`config.mk`:
```
export PLATFORM = sky130hd
export DESIGN_NAME = reg_write_arb_flat
export DESIGN_NICKNAME = d
export VERILOG_FILES = /design/src/rtl/reg_arb_pkg.sv /design/src/rtl/reg_write_arb_if.sv /design/src/rtl/reg_arb_fifo.sv /design/src/rtl/reg_write_arb.sv /design/src/flat_wrapper.sv
export SDC_FILE = /design/constraint.sdc
export NUM_CORES = 1
export LEC_CHECK = 0
export ABC_CLOCK_PERIOD_IN_PS = 2950
export BUFFER_PORTS_ARGS = -buffer_cell sky130_fd_sc_hd__buf_4
export CAP_MARGIN = 10
export CORE_MARGIN = 5
export CORE_UTILIZATION = 45
export DETAILED_ROUTE_END_ITERATION = 7
export MAX_ROUTING_LAYER = met4
export PLACE_DENSITY = 0.68
export RECOVER_POWER = 50
export SYNTH_ARGS = -nofsm -noshare
export SYNTH_HDL_FRONTEND = slang
export SYNTH_HIERARCHICAL = 1
export SYNTH_SLANG_ARGS = --single-unit
```
`constraint.sdc`:
```
create_clock -name clk -period 2.95 [get_ports clk]
set_input_delay 0.7375 -clock clk [delete_from_list [all_inputs] [get_ports clk]]
set_output_delay 0.7375 -clock clk [all_outputs]
set_load 0.02 [all_outputs]
```
`src/rtl/reg_arb_pkg.sv`:
```
// Shared widths and the buffered write-entry type for the register-file write arbiter.
package reg_arb_pkg;

  localparam int unsigned REG_AW = 5;
  localparam int unsigned REG_DW = 32;

  typedef struct packed {
    logic              valid;
    logic [REG_AW-1:0] wn;
    logic [REG_DW-1:0] wd;
  } wb_entry_t;

endpackage

```
`src/rtl/reg_write_arb_if.sv`:
```
// Bundle of pipeline writeback, aux handshake, reg_file write port and pending-write query.
interface reg_write_arb_if
  import reg_arb_pkg::*;
#(
  parameter int unsigned DEPTH = 4
);

  logic                   pipe_we;
  logic [REG_AW-1:0]      pipe_wn;
  logic [REG_DW-1:0]      pipe_wd;
  logic                   aux_valid;
  logic                   aux_ready;
  logic [REG_AW-1:0]      aux_wn;
  logic [REG_DW-1:0]      aux_wd;
  logic                   RegWrite;
  logic [REG_AW-1:0]      WN;
  logic [REG_DW-1:0]      WD;
  logic [REG_AW-1:0]      q_rn;
  logic                   q_hit;
  logic [$clog2(DEPTH):0] fifo_cnt;

  modport master (
    output pipe_we, pipe_wn, pipe_wd, aux_valid, aux_wn, aux_wd, q_rn,
    input  aux_ready, RegWrite, WN, WD, q_hit, fifo_cnt
  );

  modport slave (
    input  pipe_we, pipe_wn, pipe_wd, aux_valid, aux_wn, aux_wd, q_rn,
    output aux_ready, RegWrite, WN, WD, q_hit, fifo_cnt
  );

endinterface

```
`src/rtl/reg_arb_fifo.sv`:
```
// Circular aux-result buffer with wrap-bit pointers, per-entry squash clear and q_rn match.
module reg_arb_fifo
  import reg_arb_pkg::*;
#(
  parameter int unsigned DEPTH = 4
) (
  input  logic                   clk,
  input  logic                   rst_n,
  input  logic                   i_push,
  input  wb_entry_t              i_push_entry,
  input  logic                   i_pop,
  input  logic                   i_squash,
  input  logic [REG_AW-1:0]      i_squash_wn,
  input  logic [REG_AW-1:0]      i_q_rn,
  output wb_entry_t              o_head,
  output logic                   o_empty,
  output logic                   o_full,
  output logic [$clog2(DEPTH):0] o_cnt,
  output logic                   o_q_match
);

  localparam int unsigned AW = $clog2(DEPTH);

  wb_entry_t        r_mem [DEPTH];
  logic [AW:0]      r_wr_ptr;
  logic [AW:0]      r_rd_ptr;
  logic [AW:0]      w_cnt;
  logic [DEPTH-1:0] w_occ;
  logic [DEPTH-1:0] w_match;
  logic [DEPTH-1:0] w_clr;

  assign w_cnt   = r_wr_ptr - r_rd_ptr;
  assign o_cnt   = w_cnt;
  assign o_empty = (w_cnt == '0);
  assign o_full  = (w_cnt == (AW+1)'(DEPTH));
  assign o_head  = r_mem[r_rd_ptr[AW-1:0]];

  // Slots outside the live window are stale and must never match or be cleared.
  always_comb begin
    w_occ   = '0;
    w_match = '0;
    w_clr   = '0;
    for (int unsigned i = 0; i < DEPTH; i++) begin
      w_occ[i]   = ({1'b0, AW'(i) - r_rd_ptr[AW-1:0]} < w_cnt);
      w_match[i] = w_occ[i] && r_mem[i].valid && (r_mem[i].wn == i_q_rn);
      w_clr[i]   = i_squash && w_occ[i] && (r_mem[i].wn == i_squash_wn);
    end
  end

  assign o_q_match = |w_match;

  // A same-edge push is written after the clears so a new entry stays valid.
  always_ff @(posedge clk) begin
    if (!rst_n) begin
      r_wr_ptr <= '0;
      r_rd_ptr <= '0;
    end else begin
      for (int unsigned i = 0; i < DEPTH; i++) begin
        if (w_clr[i]) r_mem[i].valid <= 1'b0;
      end
      if (i_push && !o_full) begin
        r_mem[r_wr_ptr[AW-1:0]] <= i_push_entry;
        r_wr_ptr                <= r_wr_ptr + 1'b1;
      end
      if (i_pop && !o_empty) r_rd_ptr <= r_rd_ptr + 1'b1;
    end
  end

endmodule

```
`src/rtl/reg_write_arb.sv`:
```
// Register-file write-port arbiter: pipeline writeback has priority, aux results queue in a FIFO.
// Define REG_ARB_SQUASH_EN to invalidate queued aux writes overtaken by a pipeline write.
module reg_write_arb
  import reg_arb_pkg::*;
#(
  parameter int unsigned DEPTH = 4
) (
  input  logic             clk,
  input  logic             rst_n,
  reg_write_arb_if.slave   bus
);

  logic              r_we;
  logic [REG_AW-1:0] r_wn;
  logic [REG_DW-1:0] r_wd;
  logic              w_pipe_fire;
  logic              w_push;
  logic              w_pop;
  logic              w_squash;
  logic              w_empty;
  logic              w_full;
  logic              w_q_match;
  wb_entry_t         w_head;
  wb_entry_t         w_push_entry;

  assign w_pipe_fire  = bus.pipe_we && (bus.pipe_wn != '0);
  assign bus.aux_ready = rst_n && !w_full;
  assign w_push       = bus.aux_valid && bus.aux_ready && (bus.aux_wn != '0);
  assign w_pop        = !w_pipe_fire && !w_empty;
  assign w_push_entry = '{valid: 1'b1, wn: bus.aux_wn, wd: bus.aux_wd};

`ifdef REG_ARB_SQUASH_EN
  assign w_squash = w_pipe_fire;
`else
  assign w_squash = 1'b0;
`endif

  reg_arb_fifo #(.DEPTH(DEPTH)) u_fifo (
    .clk          (clk),
    .rst_n        (rst_n),
    .i_push       (w_push),
    .i_push_entry (w_push_entry),
    .i_pop        (w_pop),
    .i_squash     (w_squash),
    .i_squash_wn  (bus.pipe_wn),
    .i_q_rn       (bus.q_rn),
    .o_head       (w_head),
    .o_empty      (w_empty),
    .o_full       (w_full),
    .o_cnt        (bus.fifo_cnt),
    .o_q_match    (w_q_match)
  );

  // Squashed heads pop as bubbles: RegWrite drops while WN/WD hold.
  always_ff @(posedge clk) begin
    if (!rst_n) begin
      r_we <= 1'b0;
      r_wn <= '0;
      r_wd <= '0;
    end else if (w_pipe_fire) begin
      r_we <= 1'b1;
      r_wn <= bus.pipe_wn;
      r_wd <= bus.pipe_wd;
    end else if (w_pop) begin
      r_we <= w_head.valid;
      if (w_head.valid) begin
        r_wn <= w_head.wn;
        r_wd <= w_head.wd;
      end
    end else begin
      r_we <= 1'b0;
    end
  end

  assign bus.RegWrite = r_we;
  assign bus.WN       = r_wn;
  assign bus.WD       = r_wd;
  assign bus.q_hit    = (bus.q_rn != '0) && ((r_we && (r_wn == bus.q_rn)) || w_q_match);

endmodule

```
`src/flat_wrapper.sv`:
```
// flat-port wrapper written by rule: the top's interface ports become plain ports
module reg_write_arb_flat import reg_arb_pkg::*;
#(
  parameter int unsigned DEPTH = 4
)
  (clk, rst_n, bus_pipe_we, bus_pipe_wn, bus_pipe_wd, bus_aux_valid, bus_aux_wn, bus_aux_wd, bus_q_rn, bus_aux_ready, bus_RegWrite, bus_WN, bus_WD, bus_q_hit, bus_fifo_cnt);
  reg_write_arb_if #(.DEPTH(DEPTH)) bus_i ();
  input  logic clk;
  input  logic rst_n;
  input wire logic [$bits(bus_i.pipe_we)-1:0] bus_pipe_we;
  input wire logic [$bits(bus_i.pipe_wn)-1:0] bus_pipe_wn;
  input wire logic [$bits(bus_i.pipe_wd)-1:0] bus_pipe_wd;
  input wire logic [$bits(bus_i.aux_valid)-1:0] bus_aux_valid;
  input wire logic [$bits(bus_i.aux_wn)-1:0] bus_aux_wn;
  input wire logic [$bits(bus_i.aux_wd)-1:0] bus_aux_wd;
  input wire logic [$bits(bus_i.q_rn)-1:0] bus_q_rn;
  output wire logic [$bits(bus_i.aux_ready)-1:0] bus_aux_ready;
  output wire logic [$bits(bus_i.RegWrite)-1:0] bus_RegWrite;
  output wire logic [$bits(bus_i.WN)-1:0] bus_WN;
  output wire logic [$bits(bus_i.WD)-1:0] bus_WD;
  output wire logic [$bits(bus_i.q_hit)-1:0] bus_q_hit;
  output wire logic [$bits(bus_i.fifo_cnt)-1:0] bus_fifo_cnt;
  assign bus_i.pipe_we = bus_pipe_we;
  assign bus_i.pipe_wn = bus_pipe_wn;
  assign bus_i.pipe_wd = bus_pipe_wd;
  assign bus_i.aux_valid = bus_aux_valid;
  assign bus_i.aux_wn = bus_aux_wn;
  assign bus_i.aux_wd = bus_aux_wd;
  assign bus_i.q_rn = bus_q_rn;
  assign bus_aux_ready = bus_i.aux_ready;
  assign bus_RegWrite = bus_i.RegWrite;
  assign bus_WN = bus_i.WN;
  assign bus_WD = bus_i.WD;
  assign bus_q_hit = bus_i.q_hit;
  assign bus_fifo_cnt = bus_i.fifo_cnt;
  reg_write_arb #(.DEPTH(DEPTH)) u_core (.clk(clk), .rst_n(rst_n), .bus(bus_i));
endmodule
```
Word level (Yosys, flattened, before mapping)
Memory sizes are Yosys's and may differ from the RTL's. A register that Yosys moved wholly into a read port is not among the register bits. Cells that the tools add are included.

Flip-flop bits (word level): 44. Word-level logic and storage cells: 65. Memory bits (writable): 148. Memories kept: 1.

Memories: u_core.u_fifo.r_mem (words 4, bits a word 37, rd ports 5, clocked after memory_dff 1, write ports 1, RTL line reg_arb_fifo.sv:24) `wb_entry_t r_mem [DEPTH];`.

Eq/ne operators: 6. $lt $le $gt $ge: 4. $add $sub $neg: 7. Multiplexer cells: 13. Reductions and logical operators: 29.

Operators by type and width (number): $mux 32 (3); $eq 5x5->1 (5); $mux 5 (3); $reduce_bool 5->1 (3); $logic_and 1x1->1 (13); $lt 2x3->1 (4); $add 3x1->3 const B (2); $mux 1 (5); $logic_and 1x1->1 const B (4); $mux 2 (2); $reduce_bool 2->1 (2); $reduce_or 4->1 (1); $sub 1x2->2 const A (2); $sub 2x2->2 const A (2); $eq 3x3->1 const B (1); $logic_not 1->1 (3); $logic_not 3->1 (1); $sub 3x3->3 (1); $reduce_and 2->1 (1); $logic_or 1x1->1 (1).

Logic depth before layout (Yosys ltp)
Gate-level depths: netlist of the first run.

Word-level depth: 10. Depth in mapped cells: 13. Depth with buffers taken out: 13.

Cells and area by module
The synthesis of the first run kept the hierarchy.

Modules (own cells, without submodules): reg_arb_fifo (times used 1, area an instance 6646.4 sq um, cells each 337); reg_write_arb (times used 1, area an instance 2090.8 sq um, cells each 230).

Least setup slack after synthesis of the first run
OpenSTA, ideal clock, no wires.

Path kind: flip-flop to output port. From: register u_core.u_fifo.r_wr_ptr[0]. To: output bus_q_hit. Stages on the path, launching flop included: 14. Arrival time: 2.889 ns. Path buffers: 0. Slack: -0.676 ns. Path through: dfxtp_1 > inv_1 > ha_1 > inv_1 > fa_1 > inv_1 > ha_1 > nor2b_1 > o21ai_0 > nand4_1 > nand4_1 > nand2b_1 > a21oi_1 > nor3_1.

Longest elaborated chain between the ends: 7.

RTL lines: start: declaration (RTL line reg_arb_fifo.sv:25) `logic [AW:0] r_wr_ptr;`; start signal: assignment (RTL line reg_arb_fifo.sv:63) `r_wr_ptr <= r_wr_ptr + 1'b1;`; $sub 3x3->3 * (RTL line reg_arb_fifo.sv:32) `assign w_cnt = r_wr_ptr - r_rd_ptr;`; via bus_fifo_cnt[1] (RTL line flat_wrapper.sv:22) `output wire logic [$bits(bus_i.fifo_cnt)-1:0] bus_fifo_cnt;`; $lt 2x3->1 (RTL line reg_arb_fifo.sv:44) `w_occ[i] = ({1'b0, AW'(i) - r_rd_ptr[AW-1:0]} < w_cnt);`; $logic_and 1x1->1 (2 in a row) (RTL line reg_arb_fifo.sv:45) `w_match[i] = w_occ[i] && r_mem[i].valid && (r_mem[i].wn == i_q_rn);`; $reduce_or 4->1 * (RTL line reg_arb_fifo.sv:50) `assign o_q_match = |w_match;`; via u_core.w_q_match (RTL line reg_write_arb.sv:22) `logic w_q_match;`; $logic_or 1x1->1 * (RTL line reg_write_arb.sv:78) `assign bus.q_hit = (bus.q_rn != '0) && ((r_we && (r_wn == bus.q_rn)) || w_q_match);`; $logic_and 1x1->1 * (RTL line reg_write_arb.sv:78); end: declaration (RTL line flat_wrapper.sv:21) `output wire logic [$bits(bus_i.q_hit)-1:0] bus_q_hit;`.

Mark *: on every way through the listed nets, which the timed path passes. The rest lies on a longest branch.

Final worst setup path of the first run
From: register u_core.u_fifo.r_wr_ptr[0]. To: output bus_q_hit.

Longest elaborated chain between the ends: 7.

RTL lines (RTL line): $sub 3x3->3 * (reg_arb_fifo.sv:32); $lt 2x3->1 (reg_arb_fifo.sv:44); $logic_and 1x1->1 (2 in a row) (reg_arb_fifo.sv:45); $reduce_or 4->1 * (reg_arb_fifo.sv:50); via u_core.w_q_match (reg_write_arb.sv:22); $logic_or 1x1->1 * (reg_write_arb.sv:78); $logic_and 1x1->1 * (reg_write_arb.sv:78).

Marked as above.

==> results.cfg, run 1 <==
[cells_and_area]
multi_input_area_mm2 = 0.003203
final_layout_size_suffix_gt1_share_pct = 33.92
final_nets = 823
diodes = 0
fin_cells = 1005
area_growth_pct = 26.98
fillCellCount = 1566
register_area_mm2 = 0.005493

[worst_setup_path]
r2r-start = u_core/u_fifo/r_wr_ptr[0]
critPathCaptureType = primary output
cp.required_ns = 2.21
crit_arrival_ns = 2.94
cp-startpoint = u_core/u_fifo/r_wr_ptr[0]
cp-start-kind = flop
worstSetupPathType = flop to primary output
cp_max_fo = 4
reg2reg_slack_ns = 0.04

[clock_tree]
clk_latency_ns = 0.43
cts-root-buf = clkbuf_16
hold_buffers = 0
h-tree-depth = 4
numCtsBuffers = 17
cts_buffer_depth = 2
cts_tree = done
cts_sinks = 198
clkTransAtPathRegs_ns = 0.07

[floorplan]
rows = 51
die_h_um = 149.3
start_util_pct = 45.34
die_w_um = 149.3
ios = 126
die-area_mm2 = 0.02230
core_mm2 = 0.01927

[sta]
rsz0062_at_grt = yes
period_share_pct = 124.5
fin_skew_ns = 0.007909
hold_viol_final = 0
finalSetupViolCount = 2
layout_setup_ws_ns = -0.7226
slew_headroom_pct = 62.75
timing.fmax_mhz = 272.3
slew_violations = 0
post-route-min-period_ns = 3.673
worstMarginPinSlew_ns = 0.5553

[job]
drv_cap = 0

[logic_synthesis]
yosys-top-cells-area = edfxtp_1, dfxtp_1, mux4_2
syn_area_per_cell_um2 = 15.41
synth_area_mm2 = 0.008737
yosys.area.top_type = edfxtp_1
async_flop_share_pct = 0
synthFlopType = edfxtp_1
synth_edf_count = 152
synth.distinct_cells = 49
synth_top_cell_area_share_pct = 52.24
ys_seq_elements = 198
syn_inst = 567
ys_seq_area_share_pct = 62.78
yosysWarnings = 6

[global_routing]
grt_use_total_pct = 20.08
grt_max_degree = 39
antenna_found_initial = 0
grt_pass1_vias = 5786
grt_pass1_wl_um = 33040
grt-ovfl-total = 0

[drt]
routed_wl_um = 21260
vias_per_cell = 5.430
antenna_left = 0
wire_per_inst_um = 21.15
first_pass_iters = 5
drt-initial-drc-count = 365
vias = 5457
route.detailed.drc = 0

[placement]
pre_cts_ws_ns = -0.3016
io_buffers = 125
dp.final_hpwl_um = 14550
place_congestion = 0.9296
dp.cells = 960

[outcome]
outcome = finished, violations left
violations = negative setup slack

[min_path]
min-delay-start = bus_aux_wd[13]
min_path_type = input port to flop

[power_and_ir_drop]
p_per_area_mw_per_mm2 = 608.8
peakVddDrop_uv = 427.9
power.total_w = 0.006754
leakage_nw = 3.896
what timing repair did:
action | in CTS | in global routing
hold endpoints to repair | 0 | 0
cloned | 0 | 3
pin swaps | 5 | 5
resized for setup | 4 | 11
buffers inserted | 2 | 8
endpoints found under the setup margin | 3 | 149
per-layer routing:
layer	GRT usage, %	up-vias	part of all wire (%)
met5	-	-	0
met4	7.368	0	2.5
met3	3.434	38	4.8
met2	31.63	178	49
met1	26.51	2745	43
li1	-	2496	-
cells in the final DEF (no fill, tap or decap), types with 5 or more instances in the layout:
master     count
a211oi_1      29
a21oi_1       33
and3_1         8
buf_12        14
buf_4        122
clkbuf_1      32
clkbuf_16     20
conb_1         5
dfxtp_1       42
edfxtp_1     152
ha_1           8
inv_1          6
mux2i_1       33
mux4_2        38
nand2b_1      34
nand4_1        9
nor3_1         5
xnor2_1       27
xor2_1        20
cell families after synthesis:
| logic type | share of synthesized area (%) |
|---|---|
| buffers and inverters | 2.477 |
| adder cells (fa/ha/maj) | 1.948 |
| XOR/XNOR | 4.998 |
| other | 0.08596 |
| AND/OR/NAND/NOR | 6.702 |
| flip-flops | 62.78 |
| multiplexers | 14.09 |
| AO/OA/AOI/OAI | 6.917 |
state kept, by name, indices dropped and copies added (netlist names), named ones only:
signal	flops
u_core/bus.RegWrite	1
u_core/u_fifo/r_mem	152
u_core/u_fifo/r_rd_ptr	3
u_core/u_fifo/r_wr_ptr	3
u_core/bus.WN	5
u_core/bus.WD	32
metrics by stage:
step	hold WS (ns)	area [um^2]	util [%]	setup TNS (ns)
final	0.5140	11090	57.57	-0.9036
after global routing	0.5076	11090	57.57	-8.486
after CTS	0.4882	11030	57.25	-0.8662
after detailed placement	0.5472	10410	54.02	-0.3016
after global placement	0.5406	10410	54.02	-0.2216
after floorplan	0.4847	8843	-	-0.7484
area by class of cell:
class,instances,share of cell area (%)
flip-flops and latches,198,49.51
multi-input cells,325,28.87
repair buffers,174,12.85
clock buffers,17,3.834
well taps,265,2.989
clock inverters,15,1.534
inverters,11,0.4173
worst paths after layout:
path,endpoint,cells after the start
min,u_core/u_fifo/r_mem[2][13],1
max,bus_q_hit,14
min reg2reg,u_core/bus.WD[3],2
max reg2reg,u_core/u_fifo/r_mem[1][25],15
synthesized netlist by cell type (all sizes together) (17+ instances only):
library cell / count
mux4: 38
xnor2: 27
buf: 19
clkbuf: 17
a211oi: 32
a21oi: 35
nand2b: 35
edfxtp: 152
mux2i: 33
dfxtp: 46
xor2: 20
power by group:
group          switching (W)  total (W)  internal [W]  leakage, nW
sequential         0.0000638    0.00317       0.00311         1.76
clock                0.00106    0.00232       0.00127        0.279
combinational       0.000646    0.00126      0.000615         1.86
total                0.00176    0.00675       0.00499         3.90
worst max-delay path, stage by stage, from the launching register on:
cell and delay (ns):
dfxtp_4 0.35, inv_4 0.06, ha_4 0.11, inv_2 0.03, fa_2 0.57, inv_4 0.07, ha_4 0.26, nor2_1 0.03
o21ai_1 0.17, nand4_1 0.13, nand4_1 0.19, nand2b_4 0.17, a21oi_4 0.05, nor3_4 0.17, buf_6 0.15
Power figures use the tool's default switching activity.
==> run 2: changes to the inputs <==
- ABC_AREA: unset -> 1
- ABC_CLOCK_PERIOD_IN_PS: 2950 -> 3100
- PLACE_DENSITY: 0.68 -> 0.67
- clock period: 2.95 -> 3.1 ns (I/O delays scaled with it)
==> results.cfg, run 2 <==
[logic_synthesis]
yosysMostFrequentCell = nand2_1
synthMuxAreaShare_pct = 0
ys_seq_elements = 198
synth_compound_area_share_pct = 10.50
yosys.area.top_type = edfxtp_1
ys_seq_area_share_pct = 57.93
synth_top_cell_area_share_pct = 48.20
yosys-top-cells-area = edfxtp_1, dfxtp_1, nand2_1
synth-xor-area-share_pct = 1.480
synthSimpleGateAreaFrac_pct = 21.04
synthFlopType = edfxtp_1
synth_edf_count = 152
syn_nets = 1084
synth_common_cells = nand2_1, edfxtp_1, nor2_1
async_flop_share_pct = 0
syn_inst = 988
synth_top_family_by_area = simple AND/OR/NAND/NOR gates
synth-adder-area-share_pct = 1.797
synth.distinct_cells = 35
synth_area_mm2 = 0.009469
yosysWarnings = 6
syn_area_per_cell_um2 = 9.584

[worst_setup_path]
cp-start-kind = flop
reg2reg_slack_ns = 0.04
cp_slowest_stage_delay_ns = 0.55
path_cells = inv_2 -> ha_4 -> inv_2 -> fa_2 -> inv_4 -> ha_4 -> a21oi_2 -> nor2_1 -> nor2_1 -> nor2_1 -> nand2_1 -> inv_2 -> a21oi_4 -> buf_6
worst-path-buf-inv = 5
critPathSlowestCell = fa_2
cpLargestDelayFamily = adder cells
reg2reg_to = u_core/bus.WD[20]
cp_max_fo = 4
crit_arrival_ns = 2.58
r2r-start = u_core/u_fifo/r_wr_ptr[0]
reg2reg_depth = 16
cp.required_ns = 2.32
worstSetupPathType = flop to primary output
critPathCaptureType = primary output

[sta]
timing.fmax_mhz = 298.1
hold_viol_final = 0
fin_skew_ns = 0.01466
whs_ns = 0.4799
slew_headroom_pct = 19.79
rsz0062_at_grt = yes
post-route-min-period_ns = 3.355
period_share_pct = 108.2
slew_violations = 0
worstMarginPinSlew_ns = 1.202
finalSetupViolCount = 2
layout_setup_ws_ns = -0.2551
setup_tns_ns = -0.2908

[drt]
wire_per_inst_um = 17.59
antenna_left = 0
vias = 7362
routed_wl_um = 24810
drt-initial-drc-count = 757
route.detailed.drc = 0
first_pass_iters = 5
vias_per_cell = 5.221

[clock_tree]
cts_buffer_depth = 2
hold_buffers = 0
clk_latency_ns = 0.44
h-tree-depth = 4
numCtsBuffers = 17
clkTransAtPathRegs_ns = 0.07
cts_sinks = 198
cts-root-buf = clkbuf_16
cts_tree = done

[cells_and_area]
layout_commonest_cell = nand2_1
final_nets = 1215
regMostFlops = u_core/u_fifo/r_mem
fillCellCount = 1964
fin_area_mm2 = 0.01128
final_layout_size_suffix_gt1_share_pct = 19.26
final_cell_mix = nand2_1, edfxtp_1, nor2_1, inv_1, buf_4
largest_register_ffs = 152
area_growth_pct = 19.13
finish.utilization_pct = 54.00

[min_path]
holdPathStages = 2
min_path_type = flop to flop
min-delay-start = u_core/bus.WD[16]
worstHoldEndpoint = u_core/bus.WD[16]

[floorplan]
die_w_um = 155.1
ios = 126
die-area_mm2 = 0.02404
start_util_pct = 45.33
die_h_um = 155.1
core_mm2 = 0.02089
rows = 53

[job]
drv_cap = 0

[power_and_ir_drop]
leakage_nw = 4.496
p_per_area_mw_per_mm2 = 806.3
peakVddDrop_uv = 561.3

[placement]
place_congestion = 0.9263
io_buffers = 125
dp.final_hpwl_um = 15640
placed_cell_area_mm2 = 0.01070

[outcome]
outcome = finished, violations left
violations = negative setup slack

[global_routing]
grt_pass1_wl_um = 38250
grt_use_total_pct = 20.93
grt-ovfl-total = 0
grt_pass1_vias = 7078
antenna_found_initial = 3
grt_max_degree = 47
## run 2: kinds of logic after synthesis
logic type                 after synthesis
and+or+nand+nor                        434
DFF                                    198
AOI/OAI and AO/OA                      175
buffers and inverters                  150
xor gates and xnor gates                16
adders and majority gates               13
other                                    2
## run 2: worst register-to-register path: cells and delay by family, from the launching register on
family	cells	cell delay [ns]
buffers and inverters	8	0.86
flip-flops	1	0.34
AND/OR/NAND/NOR	6	1.46
AO/OA/AOI/OAI	1	0.13
adder cells (fa/ha/maj)	1	0.22
## run 2: layout make-up
class                           count  area, um^2  area share [%]
Sequential cell                   198        5489           48.66
Antenna cell                        3       7.507         0.06655
Multi-Input combinational cell    641        3418           30.30
Tap cell                          275       344.1           3.050
Clock inverter                     15       187.7           1.664
Inverter                           98       387.9           3.438
Timing Repair Buffer              163        1021           9.051
Clock buffer                       17       425.4           3.771
## run 2: report_power, final
| part | internal [W] | leakage (nW) | total, W | switching [W] |
|---|---|---|---|---|
| clock network | 0.00129 | 0.304 | 0.00233 | 0.00104 |
| logic | 0.00124 | 2.44 | 0.00356 | 0.00231 |
| registers | 0.00308 | 1.75 | 0.00321 | 0.000132 |
## run 2: metrics by stage
| step | worst slack [ns] | cells | power, W |
|---|---|---|---|
| finish | -0.2551 | 1410 | 0.009096 |
| global route | -0.3631 | 1410 | 0.009590 |
| CTS | -0.2679 | 1400 | 0.009025 |
| detailed placement | 0.02275 | 1361 | 0.006486 |
| global placement | 0.05619 | 1361 | 0.006437 |
| floorplan | 0.01929 | 988 | 0.005462 |
## run 2: how the worst max path moves through the flow
stage                              startpoint         to  depth (start not counted)
finish              u_core/u_fifo/r_wr_ptr[0]  bus_q_hit                         14
global route        u_core/u_fifo/r_wr_ptr[0]  bus_q_hit                         15
CTS                 u_core/u_fifo/r_wr_ptr[0]  bus_q_hit                         15
detailed placement  u_core/u_fifo/r_wr_ptr[0]  bus_q_hit                         15
global placement    u_core/u_fifo/r_wr_ptr[0]  bus_q_hit                         14
floorplan           u_core/u_fifo/r_wr_ptr[0]  bus_q_hit                         13
## run 2: timing repair
item                                    in CTS  in global routing
buffers inserted                             7                  6
resized for setup                           20                 16
cloned                                       0                  2
endpoints found under the setup margin       1                188
hold endpoints to repair                     0                  0
pin swaps                                   11                  8
## run 2: metal layers
metal	vias to the layer above	routed length, um	global-route usage (%)
met4	0	408	6.476
met2	249	11560	31.91
met5	-	0	-
met3	36	1451	4.256
met1	3506	11380	28.40
li1	3571	-	-
==> run 3: changes to the inputs <==
==> constraint.sdc (replaced) <==
create_clock -name clk -period 3.1 [get_ports clk]
set_input_delay 0.465 -clock clk [delete_from_list [all_inputs] [get_ports clk]]
set_output_delay 0.465 -clock clk [all_outputs]
set_load 0.02 [all_outputs]
==> results.cfg, run 3 (synthesis results as in run 2) <==
[worst_setup_path]
cp_max_fo = 4
crit_arrival_ns = 2.59
reg2reg_slack_ns = 0.11
cp.required_ns = 2.63
critPathCaptureType = primary output
cp-start-kind = flop
worstSetupPathType = flop to primary output

[drt]
route.detailed.drc = 0
first_pass_iters = 5
wire_per_inst_um = 17.63
vias_per_cell = 5.236
routed-wl-met2_um = 11530
vias = 7314
wl_met1_um = 11030
met3_length_um = 1646
drt-initial-drc-count = 670
antenna_left = 0
routed_wl_um = 24630
highest_layer = met4

[power_and_ir_drop]
p_per_area_mw_per_mm2 = 778.8
power.total_w = 0.008601
p_sw_share_pct = 37.89
leakage_nw = 4.422
peakVddDrop_uv = 585.9
p_sw_w = 0.003259
clkPwrFrac_pct = 24.8
pwr-share-seq_pct = 37.9
intPower_w = 0.005343
comb_power_share_pct = 37.3

[floorplan]
die-area_mm2 = 0.02404
ios = 126
rows = 53
start_util_pct = 45.33
die_h_um = 155.1
die_w_um = 155.1
core_mm2 = 0.02089

[cells_and_area]
largest_register_ffs = 152
layout_commonest_cell = nand2_1
final_cell_mix = nand2_1, edfxtp_1, nor2_1, inv_1, clkbuf_1
final_nets = 1203
regMostFlops = u_core/u_fifo/r_mem
area_growth_pct = 16.64
final_layout_size_suffix_gt1_share_pct = 17.14
fillCellCount = 1936
finish.utilization_pct = 52.87
fin_cells = 1397

[global_routing]
grt-ovfl-total = 0
antenna_found_initial = 2
grt_use_total_pct = 20.80
grt_pass1_vias = 6960
grt_pass1_wl_um = 37960
grt_max_degree = 53

[placement]
io_buffers = 125
dp.final_hpwl_um = 16490
dp.cells = 1360
place_congestion = 0.9669

[sta]
rsz0062_at_grt = yes
slew_headroom_pct = 59.25
whs_ns = 0.3038
hold_viol_final = 0
timing.fmax_mhz = 327.7
worstMarginPinSlew_ns = 0.6112
slew_violations = 0
fin_skew_ns = 0.008194
period_share_pct = 98.44
finalSetupViolCount = 0
post-route-min-period_ns = 3.052

[job]
drv_cap = 0

[clock_tree]
clk_latency_ns = 0.42
cts_tree = done
clkTransAtPathRegs_ns = 0.07
numCtsBuffers = 17
h-tree-depth = 4
cts_buffer_depth = 2
hold_buffers = 0
cts-root-buf = clkbuf_16
cts_sinks = 198

[min_path]
min_path_type = input port to flop

[outcome]
outcome = complete, no violations
## run 3: area by class of cell
cell class                      instances  area (um^2)  share of cell area, %
Antenna cell                            2        5.005                0.04532
Clock inverter                          8        55.05                 0.4985
Tap cell                              275        344.1                  3.115
Multi-Input combinational cell        640         3334                  30.19
Inverter                               98        382.9                  3.467
Clock buffer                           24        523.0                  4.735
Sequential cell                       198         5494                  49.75
Timing Repair Buffer                  152        905.9                  8.202
## run 3: worst paths after layout
path | from | to | cells after the start
setup / recovery | u_core/u_fifo/r_wr_ptr[0] | bus_q_hit | 14
hold / removal | bus_aux_wd[2] | u_core/u_fifo/r_mem[3][2] | 1
setup reg to reg | u_core/u_fifo/r_wr_ptr[0] | u_core/u_fifo/r_mem[2][19] | 16
hold reg to reg | u_core/bus.WD[7] | u_core/bus.WD[7] | 2
## run 3: critical path, stage by stage, from the launching register on
cell and delay [ns]:
dfxtp_4 0.35, inv_2 0.05, ha_1 0.13, inv_1 0.04, fa_1 0.51, inv_2 0.08, ha_1 0.30, a21oi_2 0.11
nor2_1 0.06, nor2_1 0.10, nor2_1 0.05, nand2_1 0.08, inv_1 0.06, a21oi_2 0.10, buf_4 0.14
## run 3: timing repair
item / CTS / global route
setup buffers: 3 / 0
setup endpoints to repair: 1 / 22
resized for setup: 8 / 4
pin swaps: 6 / 2
## run 3: power by group through the flow
stage,clock (W),sequential [W],combinational (W)
6_report,0.00213,0.00326,0.00321
5_1_grt,0.00230,0.00328,0.00355
4_1_cts,0.00217,0.00326,0.00328
3_5_place_dp,0,0.00332,0.00319
3_3_place_gp,0,0.00331,0.00317
2_1_floorplan,0,0.00336,0.00209
## run 3: routing by layer
| metal | GRT usage, % | vias to the layer above |
|---|---|---|
| met5 | - | - |
| met4 | 5.677 | 0 |
| met3 | 4.618 | 26 |
| met2 | 32.39 | 254 |
| met1 | 27.70 | 3492 |
| li1 | - | 3542 |
## run 3: metrics by stage
| stage | setup WS [ns] | cell area (um^2) | TNS (ns) |
|---|---|---|---|
| detailed placement | 0.1365 | 10700 | 0 |
| floorplan | 0.0005342 | 9487 | 0 |
| global placement | 0.2243 | 10700 | 0 |
| CTS | 0.01175 | 11330 | 0 |
| finish | 0.04847 | 11040 | 0 |
| global route | -0.1017 | 11040 | -5.638 |
